## config.mk

```make
export PLATFORM = sky130hd
export DESIGN_NAME = seg7_rx
export DESIGN_NICKNAME = d
export VERILOG_FILES = /design/src/rtl/seg7_pkg.sv /design/src/rtl/seg7_pat_decode.sv /design/src/rtl/seg7_rx.sv
export SDC_FILE = /design/constraint.sdc
export NUM_CORES = 1
export LEC_CHECK = 0
export CAP_MARGIN = 20
export CORE_MARGIN = 1.5
export CORE_UTILIZATION = 51
export DETAILED_ROUTE_END_ITERATION = 7
export PLACE_DENSITY_LB_ADDON = 0.08
export SETUP_SLACK_MARGIN = 0.1
export SYNTH_ARGS = -nofsm -noshare
export SYNTH_HDL_FRONTEND = slang
export SYNTH_SLANG_ARGS = --single-unit
```

## constraint.sdc

```tcl
create_clock -name clk -period 2.6 [get_ports clk]
set_input_delay 0.52 -clock clk [delete_from_list [all_inputs] [get_ports clk]]
set_output_delay 0.52 -clock clk [all_outputs]
set_load 0.02 [all_outputs]
```

## src/rtl/seg7_pkg.sv

```systemverilog
// Shared seven-segment definitions for the display encoder and the receive checker.
// Segment bus layout is {g,f,e,d,c,b,a}, active high.
package seg7_pkg;

   localparam int unsigned SEG_W   = 7;
   localparam int unsigned DIGIT_W = 4;

   // Bit positions of each segment on the bus.
   localparam int unsigned SEG_A = 0;
   localparam int unsigned SEG_B = 1;
   localparam int unsigned SEG_C = 2;
   localparam int unsigned SEG_D = 3;
   localparam int unsigned SEG_E = 4;
   localparam int unsigned SEG_F = 5;
   localparam int unsigned SEG_G = 6;

   // Glyph table, one entry per BCD digit plus blank.
   localparam logic [SEG_W-1:0] SEG_0     = 7'h3F;
   localparam logic [SEG_W-1:0] SEG_1     = 7'h06;
   localparam logic [SEG_W-1:0] SEG_2     = 7'h5B;
   localparam logic [SEG_W-1:0] SEG_3     = 7'h4F;
   localparam logic [SEG_W-1:0] SEG_4     = 7'h66;
   localparam logic [SEG_W-1:0] SEG_5     = 7'h6D;
   localparam logic [SEG_W-1:0] SEG_6     = 7'h7D;
   localparam logic [SEG_W-1:0] SEG_7     = 7'h07;
   localparam logic [SEG_W-1:0] SEG_8     = 7'h7F;
   localparam logic [SEG_W-1:0] SEG_9     = 7'h6F;
   localparam logic [SEG_W-1:0] SEG_BLANK = 7'h00;

   // Sequence tracker states.
   typedef enum logic {
      ST_UNLOCKED = 1'b0,
      ST_TRACK    = 1'b1
   } rx_state_e;

endpackage

```

## src/rtl/seg7_pat_decode.sv

```systemverilog
// Combinational glyph decoder: segment pattern -> BCD value / blank / invalid.
// Ports:
//   pattern     - segment bus {g,f,e,d,c,b,a}
//   is_digit_c  - pattern is one of the ten digit glyphs
//   is_blank_c  - pattern is all segments off
//   value_c     - decoded digit (0 when not a digit)
module seg7_pat_decode
   import seg7_pkg::*;
(
   input  logic [SEG_W-1:0]   pattern,
   output logic               is_digit_c,
   output logic               is_blank_c,
   output logic [DIGIT_W-1:0] value_c
);

   // Table lookup; anything not listed (including hex A/b glyphs) is invalid.
   always_comb begin
      is_digit_c = 1'b1;
      is_blank_c = 1'b0;
      value_c    = '0;
      case (pattern)
         SEG_0:     value_c = 4'd0;
         SEG_1:     value_c = 4'd1;
         SEG_2:     value_c = 4'd2;
         SEG_3:     value_c = 4'd3;
         SEG_4:     value_c = 4'd4;
         SEG_5:     value_c = 4'd5;
         SEG_6:     value_c = 4'd6;
         SEG_7:     value_c = 4'd7;
         SEG_8:     value_c = 4'd8;
         SEG_9:     value_c = 4'd9;
         SEG_BLANK: begin
            is_digit_c = 1'b0;
            is_blank_c = 1'b1;
         end
         default:   is_digit_c = 1'b0;
      endcase
   end

endmodule

```

## src/rtl/seg7_rx.sv

```systemverilog
// Seven-segment receive checker: synchronises the segment bus, waits for a
// stable pattern, decodes it and verifies the displayed digits count up mod 10.
// Ports:
//   clk, rst_n   - clock, synchronous active-low reset
//   seg_in       - asynchronous segment bus {g,f,e,d,c,b,a}
//   clear_err    - synchronous clear of err_count (wins over an increment)
//   digit        - last accepted digit
//   digit_valid  - one-cycle pulse per newly accepted digit
//   blank        - last accepted pattern was blank
//   pattern_err  - one-cycle pulse on an accepted undecodable pattern
//   seq_err      - one-cycle pulse on an accepted out-of-sequence digit
//   locked       - a sequence reference digit is held
//   err_count    - saturating count of pattern_err + seq_err events
module seg7_rx
   import seg7_pkg::*;
#(
   parameter int unsigned STABLE_CYCLES = 4,
   parameter int unsigned ERR_W         = 8
) (
   input  logic               clk,
   input  logic               rst_n,
   input  logic [SEG_W-1:0]   seg_in,
   input  logic               clear_err,
   output logic [DIGIT_W-1:0] digit,
   output logic               digit_valid,
   output logic               blank,
   output logic               pattern_err,
   output logic               seq_err,
   output logic               locked,
   output logic [ERR_W-1:0]   err_count
);

   localparam int unsigned     CNT_W    = $clog2(STABLE_CYCLES + 1);
   localparam logic [CNT_W-1:0] STAB_MAX = CNT_W'(STABLE_CYCLES);
   localparam logic [CNT_W-1:0] STAB_ACC = CNT_W'(STABLE_CYCLES - 1);
   localparam logic [ERR_W-1:0] ERR_MAX  = '1;
   // Reset value of last_acc; chosen so a blank bus after reset still counts as new.
   localparam logic [SEG_W-1:0] LAST_RST = 7'h7F;

   logic [SEG_W-1:0]   sync1;
   logic [SEG_W-1:0]   sync2;
   logic [SEG_W-1:0]   cand;
   logic [CNT_W-1:0]   stab_cnt;
   logic [SEG_W-1:0]   last_acc;
   rx_state_e          state;

   logic               accept_c;
   logic               is_digit_c;
   logic               is_blank_c;
   logic [DIGIT_W-1:0] value_c;
   logic [DIGIT_W-1:0] next_ref_c;
   logic               pat_err_c;
   logic               seq_err_c;

   seg7_pat_decode u_decode (
      .pattern    (cand),
      .is_digit_c (is_digit_c),
      .is_blank_c (is_blank_c),
      .value_c    (value_c)
   );

   // Accept once the candidate has been seen STABLE_CYCLES times and differs from the last accepted one.
   always_comb begin
      accept_c   = (sync2 == cand) && (stab_cnt == STAB_ACC) && (cand != last_acc);
      next_ref_c = (digit == 4'd9) ? 4'd0 : digit + 4'd1;
      pat_err_c  = accept_c && !is_digit_c && !is_blank_c;
      seq_err_c  = accept_c && is_digit_c && (state == ST_TRACK) && (value_c != next_ref_c);
   end

   assign locked = (state == ST_TRACK);

   // Synchroniser, stability filter, sequence tracker and error counter.
   always_ff @(posedge clk) begin
      if (!rst_n) begin
         sync1       <= '0;
         sync2       <= '0;
         cand        <= '0;
         stab_cnt    <= '0;
         last_acc    <= LAST_RST;
         state       <= ST_UNLOCKED;
         digit       <= '0;
         digit_valid <= 1'b0;
         blank       <= 1'b0;
         pattern_err <= 1'b0;
         seq_err     <= 1'b0;
         err_count   <= '0;
      end else begin
         sync1 <= seg_in;
         sync2 <= sync1;

         if (sync2 != cand) begin
            cand     <= sync2;
            stab_cnt <= '0;
         end else if (stab_cnt < STAB_MAX) begin
            stab_cnt <= stab_cnt + CNT_W'(1);
         end

         digit_valid <= 1'b0;
         pattern_err <= pat_err_c;
         seq_err     <= seq_err_c;

         if (accept_c) begin
            last_acc <= cand;
            if (is_blank_c) begin
               // Blank keeps the reference digit so counting resumes across it.
               blank <= 1'b1;
            end else begin
               blank <= 1'b0;
               if (is_digit_c) begin
                  digit       <= value_c;
                  digit_valid <= 1'b1;
                  state       <= ST_TRACK;
               end else begin
                  state <= ST_UNLOCKED;
               end
            end
         end

         if (clear_err) begin
            err_count <= '0;
         end else if ((pat_err_c || seq_err_c) && (err_count != ERR_MAX)) begin
            err_count <= err_count + ERR_W'(1);
         end
      end
   end

endmodule

```

==> results of run 1 <==
## power by group through the flow
stage	Combinational (W)	Sequential [W]	Clock, W
2_1_floorplan	0.0000574	0.000773	0
3_3_place_gp	0.0000848	0.000779	0
3_5_place_dp	0.0000857	0.000779	0
4_1_cts	0.0000866	0.000762	0.000662
5_1_grt	0.000103	0.000764	0.000696
6_report	0.0000922	0.000762	0.000647
## per-layer routing
layer / global-route usage / wire (um) / vias up / share of wire
li1: - / - / 964 / -
met3: 0.0570 / 184 / 12 / 0.039
met5: 0 / 0 / - / 0
met2: 0.298 / 2300 / 41 / 0.48
met1: 0.257 / 2200 / 877 / 0.46
met4: 0.0734 / 91 / 0 / 0.019
## layout make-up
class,instances,area (um^2),area share
Multi-Input combinational cell,183,1360,0.450
Clock buffer,5,68.8,0.0228
Clock inverter,3,68.8,0.0228
Inverter,6,22.5,0.00746
Tap cell,52,65.1,0.0216
Sequential cell,48,973,0.323
Timing Repair Buffer,50,460,0.153
## per-stage QoR
stage                     utilization  power, W
after detailed placement        0.620  0.000865
after global placement          0.620  0.000863
after global routing            0.684   0.00156
after floorplan                     -  0.000830
after CTS                       0.655   0.00151
final                           0.684   0.00150
## worst paths after layout
| check | endpoint | slack, ns | depth (start not counted) |
|---|---|---|---|
| worst min register to register | sync2[6] | 0.44 | 1 |
| worst max-delay path | err_count[2] | 0.14 | 10 |
| worst min-delay path | sync2[6] | 0.44 | 1 |
| worst max register to register | err_count[2] | 0.14 | 10 |
## registers in the layout, summed over array words and instances (netlist names), 3 cells and up
name / flops
last_acc: 7
sync2: 7
err_count: 8
cand: 7
sync1: 7
stab_cnt: 3
digit: 4
## cells by family after synthesis
family,Yosys count,synth area share
and+or+nand+nor,119,0.304
DFF,48,0.406
AOI/OAI and AO/OA,28,0.0883
buffers and inverters,20,0.0555
xor gates and xnor gates,17,0.0629
muxes,16,0.0677
adders and majority gates,3,0.0159
## cells in the final DEF, fill, tap and decap left out, types with 5 or more instances in the layout
master and count:
buf_4 21, nand2_1 28, mux2i_1 15, clkbuf_8 5, xnor2_1 8, nor2_1 16
inv_1 5, dfxtp_1 42, clkdlybuf4s50_1 26, xor2_1 9, a21oi_1 8, nand3_1 11
and2_1 21
## timing repair
action,CTS,global route
cloned,0,1
resized for setup,5,23
pin swaps,0,9
setup buffers,0,4
setup endpoints to repair,6,14
==> summary.md, run 1 <==
| Metric | Value |
|---|---|
| Post-route insts no fill | 347 |
| Cells after Synth | 251 |
| Vias per cell | roughly 5.5 |
| Tot GR Track Use | 0.193 |
| Yosys cell types | 53 |
| Vias in the first global route | 1676 |
| Leading post-synthesis cells by cell area | dfxtp_1 41%, mux2i_1 6.8%, and2_1 5.5% |
| Layout cells sized above 1 | 0.214 |
| Final instance area | about 0.003 mm^2 |
| Antenna violations before repair | 0 |
| Crit. End Element | register |
| Die Area | a little over 0.005 mm^2 |
| Slew Viols, Final | 0 |
| First-pass GRT wire length | 7.73 mm |
| Pre-CTS setup slack | 0.0110 ns |
| Peak supply drop | 0.000371 V |
| Largest delay share family, worst path | simple AND/OR/NAND/NOR gates |
| GPL Wtd Cong | 0.908 |
| Sw power | 0.000316 W |
| # fillers | roughly 360 |
| DRC viols | 0 |
| CTS H-tree depth | 2 |
| Final Critical Period | 2.46 ns |
| Largest net degree at the start of global routing | 31 |
| Post-Syn Area | 0.00237 mm^2 |
| CP cell instances | buf_4 -> nor4_4 -> nand3_1 -> o211ai_1 -> or3_4 -> nor4bb_4 -> a211oi_2 -> buf_6 -> or4_4 -> nand2_1 |
| CP startpoint | cand[3] |
| Syn-to-layout area delta | 27.5% |
| Worst Setup Slack, final | 0.144 ns |
| Actual slew at the worst max-slew pin | between 0.6 and 0.7 ns |
| FF+latch count, synth | 48 |
| Flop pwr share | 0.508 |
| Logic pwr share | 0.061 |
| Ports | 27 |
| Slew margin rel. | 0.527 |
| Final Hold Fails | 0 |
| Clock-pin transition on the worst setup and hold timing paths | 0.09 ns |
| CTS sink cnt | 48 |
| EDFF count, synth | 0 |
| RR Startpoint | cand[3] |
| # nets final | 307 |
| Yosys top cell by area | dfxtp_1 |
| Die X | 71.1 um |
| Min-delay src | sync1[6] |
| CP Max Fanout | 8 |
| Hold-fix buffers, CTS | 0 |
| Pleak | 1.19 nW |
| Power per standard cell area | 497 mW/mm^2 |
| Tightest hold margin | 0.439 ns |
| Status | complete, no violations |
| Setup_tns | 0 ns |
| Clk network pwr share | 0.431 |
| Final wirelength | 4.78 mm |
| Initial DRC count | 94 |
| Final period utilization | 0.945 |
| Clock skew | 0.00512 ns |
| Post-Syn Nets | 264 |
| Worst Path Buf+Inv | 2 |
| Die Y | approximately 71 um |
| Pint | approximately 0.0012 W |
| Dpl cell area | about 0.0027 mm^2 |
| Sw Ratio | 0.210 |
| Via count | 1894 |
| CTS max path bufs | 2 |
| Latest clock arrival within the worst-skew pair | 0.31 ns |
| Diode count | 0 |
| Initial core utilization | 0.536 |
| Async set or reset register ratio after synthesis | 0 |
| Core Region | around 0.0044 mm^2 |
| Placed Cells | 334 |
| Remaining Overflow, GRT | 0 |
| DR WL/cell | 13.8 um |
| Num CTS Buffers | 5 |
| Crit path kind | reg -> reg |
| Syn avg cell area | 9.43 um^2 |
| Delay of the slowest critical-path stage | roughly 0.46 ns |
| Critical-path top delay cell | or4_4 |
| Post-DP HPWL | 3.22 mm |
| Maximum clock rate | between 400 and 500 MHz |
| RSZ-0062 raised after global routing | no |
| Post-DRT Antenna Nets | 0 |
| Root Driver | clkbuf_8 |
| Crit path arrival time | approximately 2.7 ns |
| Top cells by count, synth | 48 x dfxtp_1, 28 x nand2_1, 21 x and2_1, 17 x nor2_1, 16 x mux2i_1 |
| Seq/Total Area, Yosys | 0.406 |
| Synth Warn # | 0 |
| Worst hold path type | reg -> reg |
| Count leader, synth | dfxtp_1 |
| Main synth FF type | dfxtp_1 |
| Setup Viol. Count Final | 0 |
| Max Cap Violations | 0 |
| Top cell type's share of synthesized area | 0.406 |
| Rows | 24 |
| CP Data Required Time | around 2.9 ns |
| IO Port Bufs | 26 |
| TritonCTS clock tree | done |
| CP Launch Type | register |
| DR pass1 iterations | 4 |
(Power assumes the default switching activity.)
==> run 2: changes to the inputs <==
SKIP_LAST_GASP = 1   (was unset)
==> results of run 2 <==
No change in the layout: final DEF, timing and power equal those of run 1.
==> run 3: changes to the inputs <==
SYNTH_HIERARCHICAL = 1   (was unset)
==> run 3 against run 2 <==
Net effect: power fell by 2.4%; sequential share of layout area up 3.0 points; largest cell class unchanged; fmax grew 4.5%; critical path type unchanged.
==> summary.md, run 3 <==
| Metric | Value |
|---|---|
| Status | complete, no violations |
| Layout cells sized above 1 | 0.139 (-0.0744) |
| Post-DP HPWL | 3.00 mm (-6.7%) |
| Final period utilization | 0.904 (-0.0411) |
| Diode count | 0 (unchanged) |
| CTS max path bufs | 2 (unchanged) |
| CP startpoint | cand[5] |
| Core Region | 0.00409 mm^2 (-7.4%) |
| Leading post-synthesis cells by cell area | dfxtp_1 44%, mux2i_1 6.8%, and2_1 6.2% |
| Delay of the slowest critical-path stage | 0.36 ns (-0.10 ns) |
| Placed Cells | 315 (-5.7%) |
| CP Data Required Time | 2.82 ns (-0.04 ns) |
| Maximum clock rate | 426 MHz (+4.5%) |
| Post-CTS setup buffers | 0 (unchanged) |
| Initial DRC count | 128 (+36%) |
| Syn avg cell area | 9.39 um^2 (-0.47%) |
| Crit path arrival time | 2.57 ns (-0.14 ns) |
| Num CTS Buffers | 5 (unchanged) |
| CP Launch Type | register |
| Crit path kind | reg -> reg |
| Ports | 27 (unchanged) |
| DRC viols | 0 (unchanged) |
| Vias in the first global route | 1543 (-7.9%) |
| CP cell instances | nand2b_1 -> or3_1 -> a21oi_2 -> nor3b_1 -> nor3_1 -> o21ai_0 -> o221a_2 -> a21oi_4 -> nand4_1 -> mux2i_1 |
| Worst hold path type | reg -> reg |
| Via count | 1733 (-8.5%) |
| Critical-path top delay cell | dfxtp_2 |
| Crit. End Element | register |
| # nets final | 286 (-6.8%) |
| GPL Wtd Cong | 0.954 (+5.1%) |
| Dpl cell area | 0.00258 mm^2 (-5.9%) |
| Post-Syn Nets | 248 (-6.1%) |
| Biggest register | err_count |
| Largest net degree at the start of global routing | 30 (-3.2%) |
| Rows | 23 (-4.2%) |
| EDFF count, synth | 0 (unchanged) |
| Main synth FF type | dfxtp_1 |
| Post-DRT Antenna Nets | 0 (unchanged) |
| Slew margin rel. | 0.644 (+0.117) |
| Seq/Total Area, Yosys | 0.436 (+0.0297) |
| Vias per cell | 5.37 (-1.7%) |
| Worst Path Buf+Inv | 0 (-2) |
| Initial core utilization | 0.540 (+0.00352) |
| Slew Viols, Final | 0 (unchanged) |
| DR pass1 iterations | 4 (unchanged) |
| CP Max Fanout | 6 (-2) |
| Commonest non-fill, non-tap cell in the layout | dfxtp_1 |
| TritonCTS clock tree | done |
| Actual slew at the worst max-slew pin | 0.531 ns (-0.168 ns) |
| Async set or reset register ratio after synthesis | 0 (unchanged) |
| Post-Syn Area | 0.00221 mm^2 (-6.8%) |
| Antenna violations before repair | 0 (unchanged) |
| Final instance area | 0.00274 mm^2 (-9.2%) |
| First-pass GRT wire length | 6.89 mm (-11%) |
| Clock skew | 0.00674 ns (+0.00162 ns) |
| Final Hold Fails | 0 (unchanged) |
| Post-route insts no fill | 323 (-6.9%) |
| Yosys cell types | 46 (-13%) |
| # fillers | 348 (-4.4%) |
| Count leader, synth | dfxtp_1 |
| Setup_tns | 0 ns (unchanged) |
| Max Cap Violations | 0 (unchanged) |
| Power per standard cell area | 535 mW/mm^2 (+7.5%) |
| IO Port Bufs | 26 (unchanged) |
| Syn-to-layout area delta | 24.2% |
| Total Power | 0.00146 W (-2.4%) |
| Final wirelength | 4.30 mm (-9.9%) |
| Die Y | 68.8 um (-3.3%) |
| Setup Viol. Count Final | 0 (unchanged) |
| DR WL/cell | 13.3 um (-3.2%) |
| Synth Warn # | 6 (+6) |
| Number of flip-flops in the largest register | 8 (unchanged) |
| Yosys top cell by area | dfxtp_1 |
| Pleak | 1.07 nW (-10%) |
| Remaining Overflow, GRT | 0 (unchanged) |
| CTS H-tree depth | 2 (unchanged) |
| RSZ-0062 raised after global routing | no |
| Root Driver | clkbuf_8 |
| FF+latch count, synth | 48 (unchanged) |
| Die Area | 0.00473 mm^2 (-6.5%) |
| Clock-pin transition on the worst setup and hold timing paths | 0.08 ns (about the same) |
| Largest delay share family, worst path | simple AND/OR/NAND/NOR gates |
| Peak supply drop | 0.000417 V (+12%) |
| Top cell type's share of synthesized area | 0.436 (+0.0297) |
| RR Startpoint | cand[5] |
| Cells after Synth | 235 (-6.4%) |
| Top cells by count, synth | 48 x dfxtp_1, 22 x and2_1, 20 x nand2_1, 16 x nor2_1, 15 x mux2i_1 |
| Final Critical Period | 2.35 ns (-0.107 ns) |
| CTS sink cnt | 48 (unchanged) |
| Die X | 68.8 um (-3.3%) |
| Latest clock arrival within the worst-skew pair | 0.30 ns (about the same) |
| Most frequent cells in the layout | 43 x dfxtp_1, 26 x clkdlybuf4s50_1, 22 x and2_1 |
| Tot GR Track Use | 0.197 (+0.00406) |
| Min-delay src | sync1[2] |
## run 3: cell count changes after synthesis, sizes merged, moves of 4 or more
cell,before,now
nand2,28,21
nand3,12,6
o211ai,4,0
nor4b,5,1
xnor2,8,13
buf,10,4
## run 3: kinds of logic (layout without fill, tap and decap cells)
group           Yosys count  in the layout  synth area share
compound gates           34             35             0.107
xor+xnor                 20             20            0.0794
fa+ha+maj                 3              3            0.0170
buf+inv                  16             53            0.0357
flops                    48             48             0.436
mux                      15             15            0.0681
simple gates             99             99             0.257
## run 3: through the flow
stage	setup slack, ns	hold slack [ns]	util
after floorplan	0.197	0.412	-
after global placement	0.213	0.414	0.631
after detailed placement	0.122	0.419	0.631
after CTS	0.101	0.439	0.663
after global routing	0.104	0.448	0.671
final	0.251	0.437	0.671
## run 3: repair_timing
item,4_1_cts,5_1_grt
pin swaps,0,1
setup endpoints to repair,1,8
cloned,0,1
gates resized for setup,1,7
hold buffers,0,0
## run 3: layout make-up
cell class,instances,area [um^2],share of cell area
Clock buffer,5,68.8,0.0251
Inverter,8,30.0,0.0110
Sequential cell,48,967,0.353
Timing Repair Buffer,38,350,0.128
Tap cell,50,62.6,0.0228
Clock inverter,2,60.1,0.0219
Multi-Input combinational cell,172,1200,0.438
## run 3: worst reg2reg max path, delay by kind of cell (launching register included)
kind	cells	cell delay (ns)
AO/OA/AOI/OAI	4	0.74
flip-flops	1	0.36
AND/OR/NAND/NOR	5	0.98
multiplexers	1	0.20
## run 3: layer usage
metal | global-route usage | part of all wire | vias to the layer above
met2 | 0.311 | 0.46 | 38
met1 | 0.262 | 0.49 | 800
li1 | - | - | 889
met3 | 0.0438 | 0.043 | 6
met4 | 0.0784 | 0.013 | 0
met5 | 0 | 0 | -
## run 3: path summary, 6_finish.rpt
path / cells after the start / slack [ns] / endpoint
worst max register to register: 10 / 0.25 / err_count[5]
worst min register to register: 1 / 0.44 / sync2[2]
worst max-delay path: 10 / 0.25 / err_count[5]
worst min-delay path: 1 / 0.44 / sync2[2]
## run 3: power breakdown
| group | internal, W | total, W | switching [W] |
|---|---|---|---|
| registers | 0.000750 | 0.000761 | 0.0000109 |
| clock network | 0.000378 | 0.000620 | 0.000241 |
| logic | 0.0000428 | 0.0000840 | 0.0000411 |
